## src/rtl/adder_share_arbiter_if.sv

```systemverilog
// adder_share_arbiter_if
// Bundles the requester handshakes, the shared-adder operand/sum wires and
// the per-requester response handshake of adder_share_arbiter.
// Optional feature macro: ADDER_ARB_OVERFLOW_EN adds rsp_ovf.
//
// Handshake rules: a request transfers on a rising edge where
// req_valid[i] & req_ready[i]. A response transfers on a rising edge where
// rsp_valid[i] & rsp_ready[i]. Valid never waits on ready. Data is held
// stable while valid is high and the transfer has not happened.
interface adder_share_arbiter_if #(
    parameter int NUM_REQ = 4
);
    logic [NUM_REQ-1:0]    req_valid;
    logic [32*NUM_REQ-1:0] req_a;
    logic [32*NUM_REQ-1:0] req_b;
    logic [NUM_REQ-1:0]    req_ready;
    logic [31:0]           add_a;
    logic [31:0]           add_b;
    logic [31:0]           add_c;
    logic [NUM_REQ-1:0]    rsp_valid;
    logic [31:0]           rsp_sum;
    logic [NUM_REQ-1:0]    rsp_ready;
`ifdef ADDER_ARB_OVERFLOW_EN
    logic                  rsp_ovf;
`endif

    // Arbiter side
    modport slave (
        input  req_valid, req_a, req_b, add_c, rsp_ready,
        output req_ready, add_a, add_b, rsp_valid, rsp_sum
`ifdef ADDER_ARB_OVERFLOW_EN
        , output rsp_ovf
`endif
    );

    // Requesters plus the combinational adder
    modport master (
        output req_valid, req_a, req_b, add_c, rsp_ready,
        input  req_ready, add_a, add_b, rsp_valid, rsp_sum
`ifdef ADDER_ARB_OVERFLOW_EN
        , input rsp_ovf
`endif
    );
endinterface

```

## src/rtl/adder_share_arbiter.sv

```systemverilog
// adder_share_arbiter
// Round-robin arbiter plus two-stage pipeline sharing one 32-bit adder among
// NUM_REQ requesters. S1 registers the winner's operands and drives the
// adder; S2 captures the sum and holds it until the owner consumes it.
// Optional feature macro: ADDER_ARB_OVERFLOW_EN adds a signed-overflow flag
// (s2_ovf / rsp_ovf) carried alongside the sum.
module adder_share_arbiter #(
    parameter  int NUM_REQ = 4,
    localparam int IDX_W   = $clog2(NUM_REQ)
) (
    input  logic                  clk,
    input  logic                  rst,
    adder_share_arbiter_if.slave  bus
);

    // Stage S1: operands feeding the shared adder
    logic             s1_vld;
    logic [31:0]      s1_a;
    logic [31:0]      s1_b;
    logic [IDX_W-1:0] s1_own;

    // Stage S2: result waiting for its owner
    logic             s2_vld;
    logic [31:0]      s2_sum;
    logic [IDX_W-1:0] s2_own;
`ifdef ADDER_ARB_OVERFLOW_EN
    logic             s2_ovf;
`endif

    // Most recent winner; search starts one past it
    logic [IDX_W-1:0] last;

    logic             s2_fire;
    logic             s1_adv;
    logic             acc_en;
    logic             grant_found;
    logic [IDX_W-1:0] grant_idx;
    logic             hs;
    logic [31:0]      sel_a;
    logic [31:0]      sel_b;
    logic [NUM_REQ-1:0] req_ready_c;
    logic [NUM_REQ-1:0] rsp_valid_c;

    // Only the owner's rsp_ready can drain S2; S1 moves when S2 is free or
    // draining, and S1 can take a new request when empty or moving.
    assign s2_fire = s2_vld & bus.rsp_ready[s2_own];
    assign s1_adv  = s1_vld & (~s2_vld | s2_fire);
    assign acc_en  = ~s1_vld | s1_adv;
    assign hs      = grant_found & acc_en;

    // Round-robin search: first valid requester after the last winner
    always_comb begin
        logic [IDX_W-1:0] cand;
        grant_found = 1'b0;
        grant_idx   = '0;
        cand        = '0;
        for (int k = 1; k <= NUM_REQ; k++) begin
            cand = IDX_W'((int'(last) + k) % NUM_REQ);
            if (!grant_found && bus.req_valid[cand]) begin
                grant_found = 1'b1;
                grant_idx   = cand;
            end
        end
    end

    // Operand mux for the granted requester
    always_comb begin
        sel_a = '0;
        sel_b = '0;
        for (int i = 0; i < NUM_REQ; i++) begin
            if (grant_idx == IDX_W'(i)) begin
                sel_a = bus.req_a[32*i +: 32];
                sel_b = bus.req_b[32*i +: 32];
            end
        end
    end

    // One-hot ready to the winner; forced low while reset is asserted
    always_comb begin
        req_ready_c = '0;
        if (!rst && hs) begin
            req_ready_c[grant_idx] = 1'b1;
        end
    end

    // One-hot response valid toward the owner of S2
    always_comb begin
        rsp_valid_c = '0;
        if (s2_vld) begin
            rsp_valid_c[s2_own] = 1'b1;
        end
    end

    // Pipeline and round-robin pointer state
    always_ff @(posedge clk or posedge rst) begin
        if (rst) begin
            s1_vld <= 1'b0;
            s1_a   <= '0;
            s1_b   <= '0;
            s1_own <= '0;
            s2_vld <= 1'b0;
            s2_sum <= '0;
            s2_own <= '0;
`ifdef ADDER_ARB_OVERFLOW_EN
            s2_ovf <= 1'b0;
`endif
            last   <= IDX_W'(NUM_REQ - 1);
        end else begin
            if (hs) begin
                s1_vld <= 1'b1;
                s1_a   <= sel_a;
                s1_b   <= sel_b;
                s1_own <= grant_idx;
                last   <= grant_idx;
            end else if (s1_adv) begin
                s1_vld <= 1'b0;
            end

            if (s1_adv) begin
                s2_vld <= 1'b1;
                s2_sum <= bus.add_c;
                s2_own <= s1_own;
`ifdef ADDER_ARB_OVERFLOW_EN
                s2_ovf <= (s1_a[31] == s1_b[31]) & (bus.add_c[31] != s1_a[31]);
`endif
            end else if (s2_fire) begin
                s2_vld <= 1'b0;
            end
        end
    end

    assign bus.req_ready = req_ready_c;
    assign bus.rsp_valid = rsp_valid_c;
    assign bus.rsp_sum   = s2_sum;
    assign bus.add_a     = s1_a;
    assign bus.add_b     = s1_b;
`ifdef ADDER_ARB_OVERFLOW_EN
    assign bus.rsp_ovf   = s2_ovf;
`endif

endmodule

```

## src/flat_wrapper.sv

```systemverilog
// flat-port wrapper written by rule: the top's interface ports become plain ports
module adder_share_arbiter_flat 
#(
    parameter  int NUM_REQ = 4,
    localparam int IDX_W   = $clog2(NUM_REQ)
)
  (clk, rst, bus_req_valid, bus_req_a, bus_req_b, bus_add_c, bus_rsp_ready, bus_req_ready, bus_add_a, bus_add_b, bus_rsp_valid, bus_rsp_sum);
  adder_share_arbiter_if #(.NUM_REQ(NUM_REQ)) bus_i ();
  input  logic clk;
  input  logic rst;
  input wire logic [$bits(bus_i.req_valid)-1:0] bus_req_valid;
  input wire logic [$bits(bus_i.req_a)-1:0] bus_req_a;
  input wire logic [$bits(bus_i.req_b)-1:0] bus_req_b;
  input wire logic [$bits(bus_i.add_c)-1:0] bus_add_c;
  input wire logic [$bits(bus_i.rsp_ready)-1:0] bus_rsp_ready;
  output wire logic [$bits(bus_i.req_ready)-1:0] bus_req_ready;
  output wire logic [$bits(bus_i.add_a)-1:0] bus_add_a;
  output wire logic [$bits(bus_i.add_b)-1:0] bus_add_b;
  output wire logic [$bits(bus_i.rsp_valid)-1:0] bus_rsp_valid;
  output wire logic [$bits(bus_i.rsp_sum)-1:0] bus_rsp_sum;
  assign bus_i.req_valid = bus_req_valid;
  assign bus_i.req_a = bus_req_a;
  assign bus_i.req_b = bus_req_b;
  assign bus_i.add_c = bus_add_c;
  assign bus_i.rsp_ready = bus_rsp_ready;
  assign bus_req_ready = bus_i.req_ready;
  assign bus_add_a = bus_i.add_a;
  assign bus_add_b = bus_i.add_b;
  assign bus_rsp_valid = bus_i.rsp_valid;
  assign bus_rsp_sum = bus_i.rsp_sum;
  adder_share_arbiter #(.NUM_REQ(NUM_REQ)) u_core (.clk(clk), .rst(rst), .bus(bus_i));
endmodule
```

## config.mk

```make
export PLATFORM = sky130hd
export DESIGN_NAME = adder_share_arbiter_flat
export DESIGN_NICKNAME = d
export VERILOG_FILES = /design/src/rtl/adder_share_arbiter_if.sv /design/src/rtl/adder_share_arbiter.sv /design/src/flat_wrapper.sv
export SDC_FILE = /design/constraint.sdc
export NUM_CORES = 1
export LEC_CHECK = 0
export ABC_AREA = 1
export ABC_CLOCK_PERIOD_IN_PS = 5600
export BUFFER_PORTS_ARGS = -buffer_cell sky130_fd_sc_hd__buf_2
export CAP_MARGIN = 10
export CORE_AREA = 2 2 155 157
export CTS_CLUSTER_DIAMETER = 30
export DETAILED_ROUTE_END_ITERATION = 10
export DIE_AREA = 0 0 157 159
export PLACE_DENSITY_LB_ADDON = 0.12
export SLEW_MARGIN = 10
export SYNTH_ARGS = -nofsm -noshare
export SYNTH_HDL_FRONTEND = slang
export SYNTH_SLANG_ARGS = --single-unit
```

## constraint.sdc

```tcl
create_clock -name clk -period 5.6 [get_ports clk]
set_input_delay 0.56 -clock clk [delete_from_list [all_inputs] [get_ports clk]]
set_output_delay 0.56 -clock clk [all_outputs]
set_load 0.01 [all_outputs]
```

==> Flow_metrics.wiki <==
{| class="wikitable"
! Metric !! Value
|-
| Outcome || completed
|-
| Non-filler instance count after layout || ~1500
|-
| Classification of the worst-slack hold path || in2async
|-
| Global routing usage on met3 || 0.0558
|-
| Routability congestion estimate from global placement || ~0.82
|-
| Post-synth EDFFs || 0
|-
| Floorplan Core Area || 0.0232 sq mm
|-
| Number of different library cells in the post-synthesis netlist || 28
|-
| Clock slew seen by the registers of the worst setup and hold paths || 0.09 ns
|-
| Total Nets Final || about 1500
|-
| Clock tree root buffer cell || sky130_fd_sc_hd__clkbuf_16
|-
| Most used flip-flop cell after synthesis || sky130_fd_sc_hd__dfrtp_1
|-
| Avg Cell Area, Syn || about 7.3 sq um
|-
| Post-synthesis sequential area ratio || 0.417
|-
| Delay of the slowest critical-path stage || between 0.6 and 0.7 ns
|-
| Number of DRC markers in iteration 0 || roughly 420
|-
| Number of buffers created by CTS || 9
|-
| Post-route DRC violation count || 0
|-
| Largest net degree at the start of global routing || 90
|-
| Total half-perimeter wirelength after legalization and detailed placement || between 15000 and 20000 um
|-
| Average detailed-routed wire length per instance || between 15 and 20 um
|-
| Measured slew at the worst slew-check pin || 1.08 ns
|-
| GR Layer Usage met2 || 0.331
|-
| Final wirelength || about 25000 um
|-
| Port-buffer cells || around 400
|-
| GRT Residual Overflow || 0
|-
| Mean number of vias per cell || roughly 4.5
|-
| Most used standard cell by instance count after synthesis || sky130_fd_sc_hd__nand2_1
|-
| CTS tree || yes
|-
| Deepest clock path buffer count || 2
|-
| Setup repair after global routing missed its margin || false
|-
| Top-level port count || ~400
|-
| Number of antenna violations at the first check in global routing || 3
|-
| Post-Place Cells || about 1500
|-
| Worst setup slack after placement || roughly 1.7 ns
|-
| Startpoint class of the critical path || flop
|-
| Yosys top cell area share || 0.408
|-
| Setup Skew || about 0.017 ns
|-
| Cell leakage power || 4.85 nW
|-
| Total GRT Usage || 0.194
|-
| Maximum clock rate || between 200 and 250 MHz
|-
| Async set-reset flop share out of synthesis || 1.00
|-
| Crit path DAT || 3.68 ns
|-
| Total nets after synthesis || around 1200
|-
| Post-route antenna net violation count || 0
|-
| Number of instances resized during post-cts repair || 0
|-
| CP max FO || 52
|-
| Top cells by area in the synthesized netlist || sky130_fd_sc_hd__dfrtp_1, sky130_fd_sc_hd__nand2_1, sky130_fd_sc_hd__nand3_1
|-
| Warning count from the yosys run || 0
|-
| Sum of negative setup slack || 0 ns
|-
| Worst rel slew slack || 0.281
|-
| Cell Area, Synth || approximately 0.0063 sq mm
|-
| Worst path cell trace || inv_2 -> nand2_1 -> nand2_1 -> o21ai_1 -> nand4_4 -> nand3_4 -> buf_4 -> inv_2 -> nor3_1 -> buf_2
|-
| Final Hold Vio Count || 0
|-
| Number of vias in the routed layout || 7007
|-
| Number of max-slew violations in the final report || 0
|-
| Number of failing setup endpoints in the final timing report || 0
|-
| Minimum setup slack in the final design || between 1 and 1.5 ns
|-
| Hold buffer count at CTS || 0
|-
| Critical path required time || just over 5 ns
|-
| Type of the worst setup path || reg2out
|-
| Height of the chip || between 150 and 200 um
|-
| First drt pass iteration count || 6
|-
| Synthesis-to-finish area growth || 39.2%
|-
| Final period utilization || 0.757
|-
| CTS H-tree lvls || 3
|-
| Std-Cell Rows || 56
|-
| Syn Inst Count || about 860
|-
| Clock latency reported for the late side of the worst-skew pair || between 0.3 and 0.4 ns
|-
| Cell with the biggest individual delay on the critical path || sky130_fd_sc_hd__dfstp_2
|-
| Met1 Resource Use GR || 0.234
|-
| First-pass GRT wire length || between 30000 and 40000 um
|-
| Synth Register Bits || around 100
|-
| Final Total Pwr || 6.94 mW
|-
| Worst ir drop on vdd || approximately 0.00037 V
|-
| Cell types with the highest counts after synthesis || sky130_fd_sc_hd__nand2_1, sky130_fd_sc_hd__dfrtp_1, sky130_fd_sc_hd__nand3_1
|-
| Clock sinks || ~100
|-
| Die Area || 0.0250 sq mm
|-
| Layer with the highest usage || met2
|-
| Horizontal die dimension || 157 um
|-
| Fraction of layout instances using a drive strength above 1 || 0.392
|-
| Cell type with the highest aggregate area in the netlist || sky130_fd_sc_hd__dfrtp_1
|-
| Post-CTS setup buffer count || 0
|-
| Starting density of the core || 0.270
|-
| Max-capacitance violation count || 0
|-
| Endpoint kind of the worst setup timing path || output pin
|-
| Period minus WS final || between 4 and 5 ns
|-
| Power density relative to cell area || between 700 and 800 mW/mm^2
|-
| Vias in the first global route || slightly below 7000
|}
==> sequential cells by signal, indices dropped and copies added, names as in the netlist <==
register and count:
u_core.bus.add_a 32, u_core.bus.add_b 32, u_core.bus.rsp_sum 32, u_core.last 2, u_core.s1_own 2, u_core.s2_own 2, u_core.s1_vld 1, u_core.s2_vld 1
==> logic make-up (layout without fill, tap and decap cells) <==
group	after synthesis	count (layout)	synth area share
AO/OA/AOI/OAI	103	103	0.0833
buffers and inverters	122	491	0.0943
flip-flops	104	104	0.417
multiplexers	32	32	0.0576
other	0	4	0
AND/OR/NAND/NOR	494	494	0.348
==> path summary, 6_finish.rpt <==
path	start	end	slack, ns	cells after the start
worst max-delay path	u_core.last[0]	bus_req_ready[1]	1.36	10
worst min-delay path	rst	u_core.bus.rsp_sum[27]	0.31	2
worst max register to register	u_core.last[0]	u_core.bus.add_b[2]	1.71	13
worst min register to register	u_core.bus.add_a[16]	u_core.bus.add_a[16]	0.47	2
max in group asynchronous	rst	u_core.bus.add_b[24]	4.07	3
min in group clk	bus_add_c[13]	u_core.bus.rsp_sum[13]	0.43	2
==> routing by layer <==
metal  vias to the layer above  wire length (um)
met5                         -                 0
met4                         0               524
met3                        30              2140
met2                       281             11700
met1                      3182             10500
li1                       3514                 -
==> power breakdown <==
group / internal [mW] / switching [mW] / leakage [nW]
registers: 1.19 / 0.201 / 1.26
clock network: 0.358 / 0.321 / 0.151
logic: 1.60 / 3.26 / 3.45
total: 3.15 / 3.79 / 4.85
==> cell type report <==
type | instances | area (sq um)
fill | 2576 | 14500
multi-input combinational | 629 | 3060
sequential | 104 | 2610
timing repair buffer | 407 | 2050
tap | 319 | 399
inverter | 68 | 258
clock buffer | 9 | 225
clock inverter | 7 | 91.3
antenna | 4 | 10.0
==> critical path, delay by kind of cell (launching register included) <==
family          cells  cell delay [ns]
flops               1             0.69
buf+inv             4             1.00
simple gates        5             1.36
compound gates      1             0.26
==> cell usage in the layout (no fill, tap or decap), types with 7 or more instances in the layout <==
cell type	instances
sky130_fd_sc_hd__mux2_2	32
sky130_fd_sc_hd__buf_2	401
sky130_fd_sc_hd__o21ai_1	43
sky130_fd_sc_hd__nor3_1	7
sky130_fd_sc_hd__inv_1	61
sky130_fd_sc_hd__nand3_1	90
sky130_fd_sc_hd__o21ai_0	58
sky130_fd_sc_hd__dfrtp_1	102
sky130_fd_sc_hd__clkbuf_16	9
sky130_fd_sc_hd__nand2_1	342
sky130_fd_sc_hd__nand4_1	36
==> per-stage QoR <==
stage	hold slack [ns]	cell area [sq um]	utilization
2_1_floorplan	0.444	6250	-
3_3_place_gp	0.454	8370	0.361
3_5_place_dp	0.460	8370	0.361
4_1_cts	0.326	8690	0.375
5_1_grt	0.356	8690	0.375
6_report	0.306	8700	0.375
Power figures use the tool's default switching activity.
